--- config.mk ---
export PLATFORM = sky130hd
export DESIGN_NAME = fifo_write_arbiter
export DESIGN_NICKNAME = d
export VERILOG_FILES = /design/src/rtl/fifo_write_arbiter.sv
export SDC_FILE = /design/constraint.sdc
export NUM_CORES = 1
export LEC_CHECK = 0
export CAP_MARGIN = 5
export CORE_MARGIN = 2
export CORE_UTILIZATION = 41
export CTS_CLUSTER_DIAMETER = 60
export DETAILED_ROUTE_END_ITERATION = 7
export PLACE_DENSITY = 0.92
export RECOVER_POWER = 100
export SYNTH_ARGS = -nofsm -noshare
export SYNTH_HDL_FRONTEND = slang
export SYNTH_SLANG_ARGS = --single-unit
--- constraint.sdc ---
create_clock -name clk -period 1.9 [get_ports clk]
set_input_delay 0.57 -clock clk [delete_from_list [all_inputs] [get_ports clk]]
set_output_delay 0.57 -clock clk [all_outputs]
set_load 0.03 [all_outputs]
--- src/rtl/fifo_write_arbiter.sv ---
// fifo_write_arbiter
//   Round-robin write-side arbiter that shares one synchronous FIFO write port
//   among NUM_REQ producers. Each granted word is written with a single-cycle
//   fifo_wr_en. The arbiter then checks the FIFO's registered wr_ack/overflow
//   response and retries a rejected word up to MAX_RETRY times. Each word ends
//   with a one-cycle done or drop pulse for its requester.
//
//   Optional feature macro: FIFO_ARB_PRIORITY_EN
//     defined   : requester 0 is fixed highest priority. Requesters 1..NUM_REQ-1
//                 rotate among themselves, and serving requester 0 leaves the
//                 rotation pointer untouched.
//     undefined : pure round-robin over all NUM_REQ requesters.
module fifo_write_arbiter #(
  parameter int NUM_REQ    = 4,
  parameter int DATA_WIDTH = 16,
  parameter int MAX_RETRY  = 3
) (
  input  logic                          clk,
  input  logic                          rst,
  input  logic [NUM_REQ-1:0]            req,
  input  logic [NUM_REQ*DATA_WIDTH-1:0] req_data,
  output logic [NUM_REQ-1:0]            grant,
  output logic [NUM_REQ-1:0]            done,
  output logic [NUM_REQ-1:0]            drop,
  output logic                          busy,
  output logic                          fifo_wr_en,
  output logic [DATA_WIDTH-1:0]         fifo_data_in,
  input  logic                          fifo_full,
  input  logic                          fifo_wr_ack,
  input  logic                          fifo_overflow
);

  localparam int PTR_W = $clog2(NUM_REQ);
  localparam int RTY_W = $clog2(MAX_RETRY + 1);

  localparam logic [RTY_W-1:0]   RETRY_LIMIT = RTY_W'(MAX_RETRY);
  localparam logic [RTY_W-1:0]   RETRY_ONE   = RTY_W'(1);
  localparam logic [PTR_W-1:0]   PTR_RESET   = PTR_W'(NUM_REQ - 1);
  localparam logic [NUM_REQ-1:0] ONE_HOT_0   = {{(NUM_REQ-1){1'b0}}, 1'b1};

  typedef enum logic [1:0] {
    ST_IDLE  = 2'd0,
    ST_ISSUE = 2'd1,
    ST_RESP  = 2'd2,
    ST_WAIT  = 2'd3
  } state_t;

  state_t                state_r;
  state_t                state_s;

  logic [NUM_REQ-1:0]    grant_r;
  logic [NUM_REQ-1:0]    grant_s;
  logic [NUM_REQ-1:0]    done_r;
  logic [NUM_REQ-1:0]    done_s;
  logic [NUM_REQ-1:0]    drop_r;
  logic [NUM_REQ-1:0]    drop_s;
  logic                  busy_r;
  logic                  busy_s;
  logic                  wr_en_r;
  logic                  wr_en_s;
  logic [DATA_WIDTH-1:0] data_r;
  logic [DATA_WIDTH-1:0] data_s;
  logic [PTR_W-1:0]      ptr_r;
  logic [PTR_W-1:0]      ptr_s;
  logic [RTY_W-1:0]      retry_r;
  logic [RTY_W-1:0]      retry_s;
  logic [PTR_W-1:0]      owner_r;
  logic [PTR_W-1:0]      owner_s;

  logic [DATA_WIDTH-1:0] req_word_s [NUM_REQ];
  logic [PTR_W:0]        pick_s;
  logic                  win_valid_s;
  logic [PTR_W-1:0]      win_idx_s;
  logic [PTR_W-1:0]      release_ptr_s;
  logic                  reject_s;

  // Returns {found, index} of the next requester after last_ptr in rotation order.
  // Offsets are scanned from farthest to nearest, so the nearest set request
  // is the one left in result.
  function automatic logic [PTR_W:0] pick_winner(input logic [NUM_REQ-1:0] req_v,
                                                 input logic [PTR_W-1:0]   last_ptr);
    logic [PTR_W:0]   result;
    logic [PTR_W-1:0] cand;
    result = '0;
`ifdef FIFO_ARB_PRIORITY_EN
    for (int off = NUM_REQ - 1; off >= 1; off--) begin
      cand   = PTR_W'(((int'(last_ptr) - 1 + off) % (NUM_REQ - 1)) + 1);
      result = req_v[cand] ? {1'b1, cand} : result;
    end
    result = req_v[0] ? {1'b1, {PTR_W{1'b0}}} : result;
`else
    for (int off = NUM_REQ; off >= 1; off--) begin
      cand   = PTR_W'((int'(last_ptr) + off) % NUM_REQ);
      result = req_v[cand] ? {1'b1, cand} : result;
    end
`endif
    return result;
  endfunction

  assign pick_s      = pick_winner(req, ptr_r);
  assign win_valid_s = pick_s[PTR_W];
  assign win_idx_s   = pick_s[PTR_W-1:0];
  // An explicit overflow and a missing response are both treated as a reject.
  assign reject_s    = fifo_overflow | ~fifo_wr_ack;

  // Split the flat request data bus into one word per requester.
  always_comb begin
    for (int i = 0; i < NUM_REQ; i++) begin
      req_word_s[i] = req_data[i*DATA_WIDTH +: DATA_WIDTH];
    end
  end

  // Rotation pointer to commit when the current owner's word is finished.
  always_comb begin
`ifdef FIFO_ARB_PRIORITY_EN
    if (owner_r == '0) begin
      release_ptr_s = ptr_r;
    end else begin
      release_ptr_s = owner_r;
    end
`else
    release_ptr_s = owner_r;
`endif
  end

  // Next-state selection for the arbitration FSM.
  always_comb begin
    state_s = state_r;
    case (state_r)
      ST_IDLE: begin
        if (win_valid_s && !fifo_full) begin
          state_s = ST_ISSUE;
        end else begin
          state_s = ST_IDLE;
        end
      end
      ST_ISSUE: state_s = ST_RESP;
      ST_RESP: begin
        if (fifo_wr_ack) begin
          state_s = ST_IDLE;
        end else if (reject_s && (retry_r < RETRY_LIMIT)) begin
          state_s = ST_WAIT;
        end else begin
          state_s = ST_IDLE;
        end
      end
      ST_WAIT: begin
        if (!fifo_full) begin
          state_s = ST_ISSUE;
        end else begin
          state_s = ST_WAIT;
        end
      end
      default: state_s = ST_IDLE;
    endcase
  end

  // Next values of the registered outputs and the per-transaction bookkeeping.
  always_comb begin
    grant_s = grant_r;
    done_s  = '0;
    drop_s  = '0;
    wr_en_s = 1'b0;
    busy_s  = (state_s != ST_IDLE);
    data_s  = data_r;
    ptr_s   = ptr_r;
    retry_s = retry_r;
    owner_s = owner_r;
    case (state_r)
      ST_IDLE: begin
        if (win_valid_s && !fifo_full) begin
          grant_s = ONE_HOT_0 << win_idx_s;
          owner_s = win_idx_s;
          data_s  = req_word_s[win_idx_s];
          wr_en_s = 1'b1;
          retry_s = '0;
        end else begin
          grant_s = '0;
        end
      end
      ST_ISSUE: wr_en_s = 1'b0;
      ST_RESP: begin
        if (fifo_wr_ack) begin
          done_s  = grant_r;
          grant_s = '0;
          ptr_s   = release_ptr_s;
          retry_s = '0;
        end else if (reject_s && (retry_r < RETRY_LIMIT)) begin
          retry_s = retry_r + RETRY_ONE;
        end else begin
          drop_s  = grant_r;
          grant_s = '0;
          ptr_s   = release_ptr_s;
          retry_s = '0;
        end
      end
      ST_WAIT: begin
        if (!fifo_full) begin
          wr_en_s = 1'b1;
        end else begin
          wr_en_s = 1'b0;
        end
      end
      default: grant_s = '0;
    endcase
  end

  // FSM state register.
  always_ff @(posedge clk or posedge rst) begin
    if (rst) begin
      state_r <= ST_IDLE;
    end else begin
      state_r <= state_s;
    end
  end

  // Registered outputs, rotation pointer, retry count and latched word.
  always_ff @(posedge clk or posedge rst) begin
    if (rst) begin
      grant_r <= '0;
      done_r  <= '0;
      drop_r  <= '0;
      busy_r  <= 1'b0;
      wr_en_r <= 1'b0;
      data_r  <= '0;
      ptr_r   <= PTR_RESET;
      retry_r <= '0;
      owner_r <= '0;
    end else begin
      grant_r <= grant_s;
      done_r  <= done_s;
      drop_r  <= drop_s;
      busy_r  <= busy_s;
      wr_en_r <= wr_en_s;
      data_r  <= data_s;
      ptr_r   <= ptr_s;
      retry_r <= retry_s;
      owner_r <= owner_s;
    end
  end

  assign grant        = grant_r;
  assign done         = done_r;
  assign drop         = drop_r;
  assign busy         = busy_r;
  assign fifo_wr_en   = wr_en_r;
  assign fifo_data_in = data_r;

endmodule
Word-level counts from Yosys, hierarchy flattened
Cells that the tools add are included.
{ "totals": {"ram_bits": 0, "mem_count": 0, "input_bits": 73, "out_inout_bits": 30, "latch_bits": 0, "mem_bits_ro": 0, "register_bits": 38} }
{ "op_classes": {"bitwise_logic": 3, "n_lt_le_gt_ge": 6, "n_mul": 0, "reduce_logical": 10, "n_eq_ne": 6, "div": 0, "shifts": 1, "n_mux": 38, "add_sub_neg": 5} }
{ "ops": {"columns": ["op", "count"], "rows": [
  ["16-bit binary-select mux with 2-bit select", 1],
  ["16-bit two-way mux", 2],
  ["4-bit two-way mux", 8],
  ["2-bit two-way mux", 8],
  ["2-bit by 3-bit less-than comparator with 1-bit output (second input constant)", 4],
  ["3-bit two-way mux", 4],
  ["1-bit binary-select mux with 2-bit select", 4],
  ["2-bit one-hot mux with 4 select lines", 1],
  ["4-bit one-hot mux with 2 select lines", 1],
  ["2-bit AND reduction", 4],
  ["1-bit two-way mux", 7],
  ["2-bit by 1-bit adder with 2-bit output (second input constant)", 3],
  ["2-bit adder (second input constant)", 2],
  ["2-bit == test (second input constant)", 2],
  ["2-bit inequality test (second input constant)", 2],
  ["2-bit one-hot mux with 2 select lines", 1],
  ["2-bit nonzero test", 2],
  ["1-bit by 2-bit << shifter with 4-bit output (first input constant)", 1],
  ["3-bit greater-or-equal comparator (second input constant)", 1],
  ["3-bit inequality test (second input constant)", 1],
  ["2-bit inverter with 3-bit output", 1],
  ["2-bit by 1-bit == test with 1-bit output (second input constant)", 1],
  ["1-bit logical AND", 2],
  ["2-bit logical NOT", 1],
  ["other kinds (5)", 5]
]} }

Logic depth before layout (Yosys ltp)
{ "logic_depth": {"word_depth": 11, "ltp_mapped": 8} }

Least setup slack after synthesis
Ideal clock, no wire load.
{ "synth_timing": {"path_type": "input -> register", "startpoint": "in req[1]", "endpoint": "reg data_r[10] (netlist: fifo_data_in[10])", "required_time_ns": 1.771, "path_buffers": 2, "path_slack_ns": 0.139, "cell_stages": 6, "setup_ns": 0.129, "arrival_time_ns": 1.632, "path_cell_list": "buf_6 -> o41ai_2 -> nor2_1 -> clkbuf_1 -> o21ai_0 -> o22ai_2"} }
{ "synth_via": {"elab_chain_len": 10, "word_cells_on_any_way": 18, "cone_classes": "mux: 15; bitwise: 1; reduce/logical: 2"} }
{ "synth_lines": {"columns": ["element", "line_no", "rtl"], "rows": [
  ["from (decl)", "20", "input logic [NUM_REQ-1:0] req,"],
  ["1-bit binary-select mux with 2-bit select", "94", "result = req_v[cand] ? {1'b1, cand} : result;"],
  ["1-bit two-way mux (not written as such)", "94", null],
  ["3-bit two-way mux (3 in a row)", "94", null],
  ["3-bit two-way mux *", "94", null],
  ["2-bit inverter with 3-bit output (not written as such)", "174", "data_s = req_word_s[win_idx_s];"],
  ["16-bit binary-select mux with 2-bit select", "174", null],
  ["16-bit two-way mux (not written as such) (2 in a row)", "174", null],
  ["to (signal assigned)", "235", "data_r <= data_s;"],
  ["to (decl)", "61", "logic [DATA_WIDTH-1:0] data_r;"]
]} }
Mark *: on every way between the ends. The rest lies on a longest branch, timed or not. The select of a mux whose other input is x is not followed.
A chain may end at the register's enable or synchronous reset.

Final worst setup path
{ "layout_timing": {"startpoint": "reg busy_r (netlist: busy)", "endpoint": "out busy"} }
{ "layout_lines": {"columns": ["element", "line_no", "rtl"], "rows": [
  ["from (decl)", "57", "logic busy_r;"],
  ["from (signal assigned)", "233", "busy_r <= busy_s;"],
  ["to (decl)", "25", "output logic busy,"]
]} }
No word-level cell between the ends.

==> run metrics <==
die area=between 0.005 and 0.006 mm²; Largest stage delay, worst path=between 0.6 and 0.7 ns; CP max stage cell=clkdlybuf4s50_1; Psw=approximately 1900 µW; status=completed; crit-path leading delay family=buffers and inverters; vias in the first global route=between 2000 and 2500; initial antenna violation count=0; Hold Violations, Final=0; Congestion Overflow GR=0; largest net degree at the start of global routing=39; postcts setup bufs=0; Int Power=~2600 µW; Core Box Area=0.00514 mm²; Mapped Cells=just over 200; clock tree buffer depth=2; pre-CTS setup slack=-0.516 ns; clock tree sinks=38; register bit total from synthesis=38; Critical Setup Path Class=reg -> out; final setup skew=a little under 0.004 ns; crit-path max FO=1; DR vias=between 2000 and 2500; Slew HR=0.391; drt total wl=around 6.0 mm; clock share of power=0.151; Clock Tree Root=clkbuf_8; later-pin clock latency in the skew report=0.29 ns; Layout Nets=397; post-route cell area=roughly 0.0035 mm²; Die W=between 70 and 80 µm; Die Height=~77 µm; Antenna diodes=0; final setup fails=0; non-filler cells, final=slightly below 400; switching share of power=0.420; Mean Syn Cell Area=between 10 and 15 µm²; CTS tree=built; FMAX=around 540 MHz; WP data arrival=around 1.3 ns; first-pass GRT wire length=a little under 10 mm; Reg clk slew, reported paths=roughly 0.070 ns; crit start category=flop; initial core utilization=0.427; IO Port Bufs=roughly 100; Static Leak=between 0.0015 and 0.002 µW; fin crit period=1.84 ns; Max Cap Violations=0; Combinational Power Share=0.557; Routed WL per cell=~15 µm; Main synth FF type=dfrtp_1; synth unique cells=40; ys async rst share=1.00; Placed Cells incl. Taps=383; Cell Area, Placed=roughly 0.0034 mm²; post-route ant nets=0; WP buf/inv=1; Worst EP required=about 1.3 ns; Tot GR Track Use=0.209; final core utilization=0.676; DR pass1 iterations=4; synthesis-to-layout area growth=58.3%; Detailed Route Iter0 Violations=120; DRC viols=0; worst setup slack after layout=approximately 0.055 ns; I/O pin total=slightly above 100; GP Congestion=approximately 0.8; RSZ-0062 raised after global routing=no; VDD IR max=598 µV; share of cells above drive strength 1=0.199; Mapped Nets=approximately 280; Slew Viols, Final=0; Setup crit end kind=output port; total CTS buffers=5; fin crit share=0.971; row count=26; Post-synth EDFFs=0; worst slew pin tran=~0.9 ns; Worst R2R Setup Slack=roughly 0.07 ns; Seq pwr share=0.292; Pwr Density=between 1000 and 1500 mW/mm²; htree depth=2; total power=4440 µW; Synthesis Warnings=0; worst path cell trace=clkdlybuf4s50_1; Mapped Area=about 0.0022 mm²; HPWL Detailed=4.48 mm; vias per inst=5.32; worst hold-check path type=reg -> reg; sequential area share after synthesis=0.434
-- Yosys cell counts, drive strengths merged (4+ instances only) --
master  number  share of area
buf         10          0.051
and2         4          0.011
a221oi      16          0.090
nor2        22          0.038
dfrtp       36           0.41
clkbuf       4         0.0068
and3         4          0.011
ha           4          0.023
a21oi        4          0.011
inv          9          0.015
mux2i       17          0.078
o22ai       17          0.066
o21ai       26          0.061
nand2        6          0.010
-- power by group through the flow --
| stage | logic, µW | clock network, µW | registers (µW) |
|---|---|---|---|
| floorplan | 1270 | 0 | 1650 |
| global placement | 2470 | 0 | 1290 |
| detailed placement | 2540 | 0 | 1310 |
| CTS | 2470 | 678 | 1300 |
| global route | 2670 | 714 | 1340 |
| finish | 2480 | 672 | 1300 |
-- worst reg2reg max path, cell delays in order, from the launching register on --
cell and delay, ns:
dfrtp_1 0.40, inv_1 0.10, ha_2 0.24, o41ai_4 0.11, or2_2 0.34, o21ai_1 0.17
mux2_2 0.36
-- layout make-up --
type | instances | area, µm²
Clock buffer | 5 | 68.8
Clock inverter | 3 | 40.0
Fill cell | 443 | 1670
Inverter | 9 | 33.8
Multi-Input combinational cell | 143 | 1130
Sequential cell | 38 | 953
Tap cell | 70 | 87.6
Timing Repair Buffer | 123 | 1150
-- state kept, by name (all words and copies together), names as in the netlist --
name          cells
fifo_data_in     16
done              4
drop              4
grant             4
owner_r           2
ptr_r             2
retry_r           2
state_r           2
busy              1
fifo_wr_en        1
-- placed cells by master, fill, tap and decap left out, types with 2 or more instances in the layout --
master | netlist | final
clkbuf_2 | 0 | 3
dlygate4sd3_1 | 0 | 2
mux2_2 | 3 | 3
clkbuf_8 | 0 | 5
o21ai_1 | 1 | 3
nand2_1 | 6 | 6
a211oi_1 | 2 | 2
a22o_1 | 2 | 2
o22ai_2 | 6 | 6
clkbuf_1 | 4 | 4
o22ai_1 | 11 | 11
ha_1 | 4 | 2
dlygate4sd2_1 | 0 | 21
buf_12 | 2 | 3
buf_4 | 0 | 16
clkinv_2 | 0 | 2
dfstp_2 | 2 | 2
clkdlybuf4s50_1 | 0 | 73
a21oi_1 | 3 | 3
and3_1 | 4 | 4
and2_1 | 4 | 2
nor2_1 | 22 | 21
and2_0 | 0 | 2
dfrtp_1 | 36 | 36
ha_2 | 0 | 2
a221oi_1 | 7 | 3
a221oi_2 | 9 | 13
nand2b_1 | 2 | 2
inv_1 | 9 | 9
o21ai_0 | 24 | 23
mux2i_1 | 17 | 16
-- through the flow --
step / hold WS, ns / setup TNS, ns
after global placement: 0.455 / -9.52
after CTS: 0.484 / 0
after global routing: 0.513 / 0
after floorplan: 0.442 / 0
after detailed placement: 0.464 / -11.23
final: 0.480 / 0
-- routing by layer --
| layer | share of wire | track usage |
|---|---|---|
| met4 | 0.025 | 0.0661 |
| met5 | 0 | 0 |
| met1 | 0.39 | 0.235 |
| met3 | 0.057 | 0.0588 |
| met2 | 0.53 | 0.378 |
-- worst paths after layout --
| check | from | cells after the start | to |
|---|---|---|---|
| worst max-delay path | busy | 1 | busy |
| worst min-delay path | owner_r[0] | 2 | owner_r[0] |
| worst max register to register | state_r[0] | 6 | retry_r[0] |
| worst min register to register | owner_r[0] | 2 | owner_r[0] |
| max in group asynchronous | rst | 3 | drop[3] |
| min in group asynchronous | rst | 3 | fifo_data_in[5] |
-- cell families after synthesis --
logic type                 share of synthesized area
AOI/OAI and AO/OA                              0.278
and+or+nand+nor                               0.0992
DFF                                            0.434
buffers and inverters                         0.0730
muxes                                         0.0929
adders and majority gates                     0.0228
-- what timing repair did --
item,CTS,global route
setup endpoints to repair,45,15
pin swaps,1,0
gates cloned,0,0
hold buffers,0,0
gates resized for setup,27,15
Power figures use the tool's default switching activity.
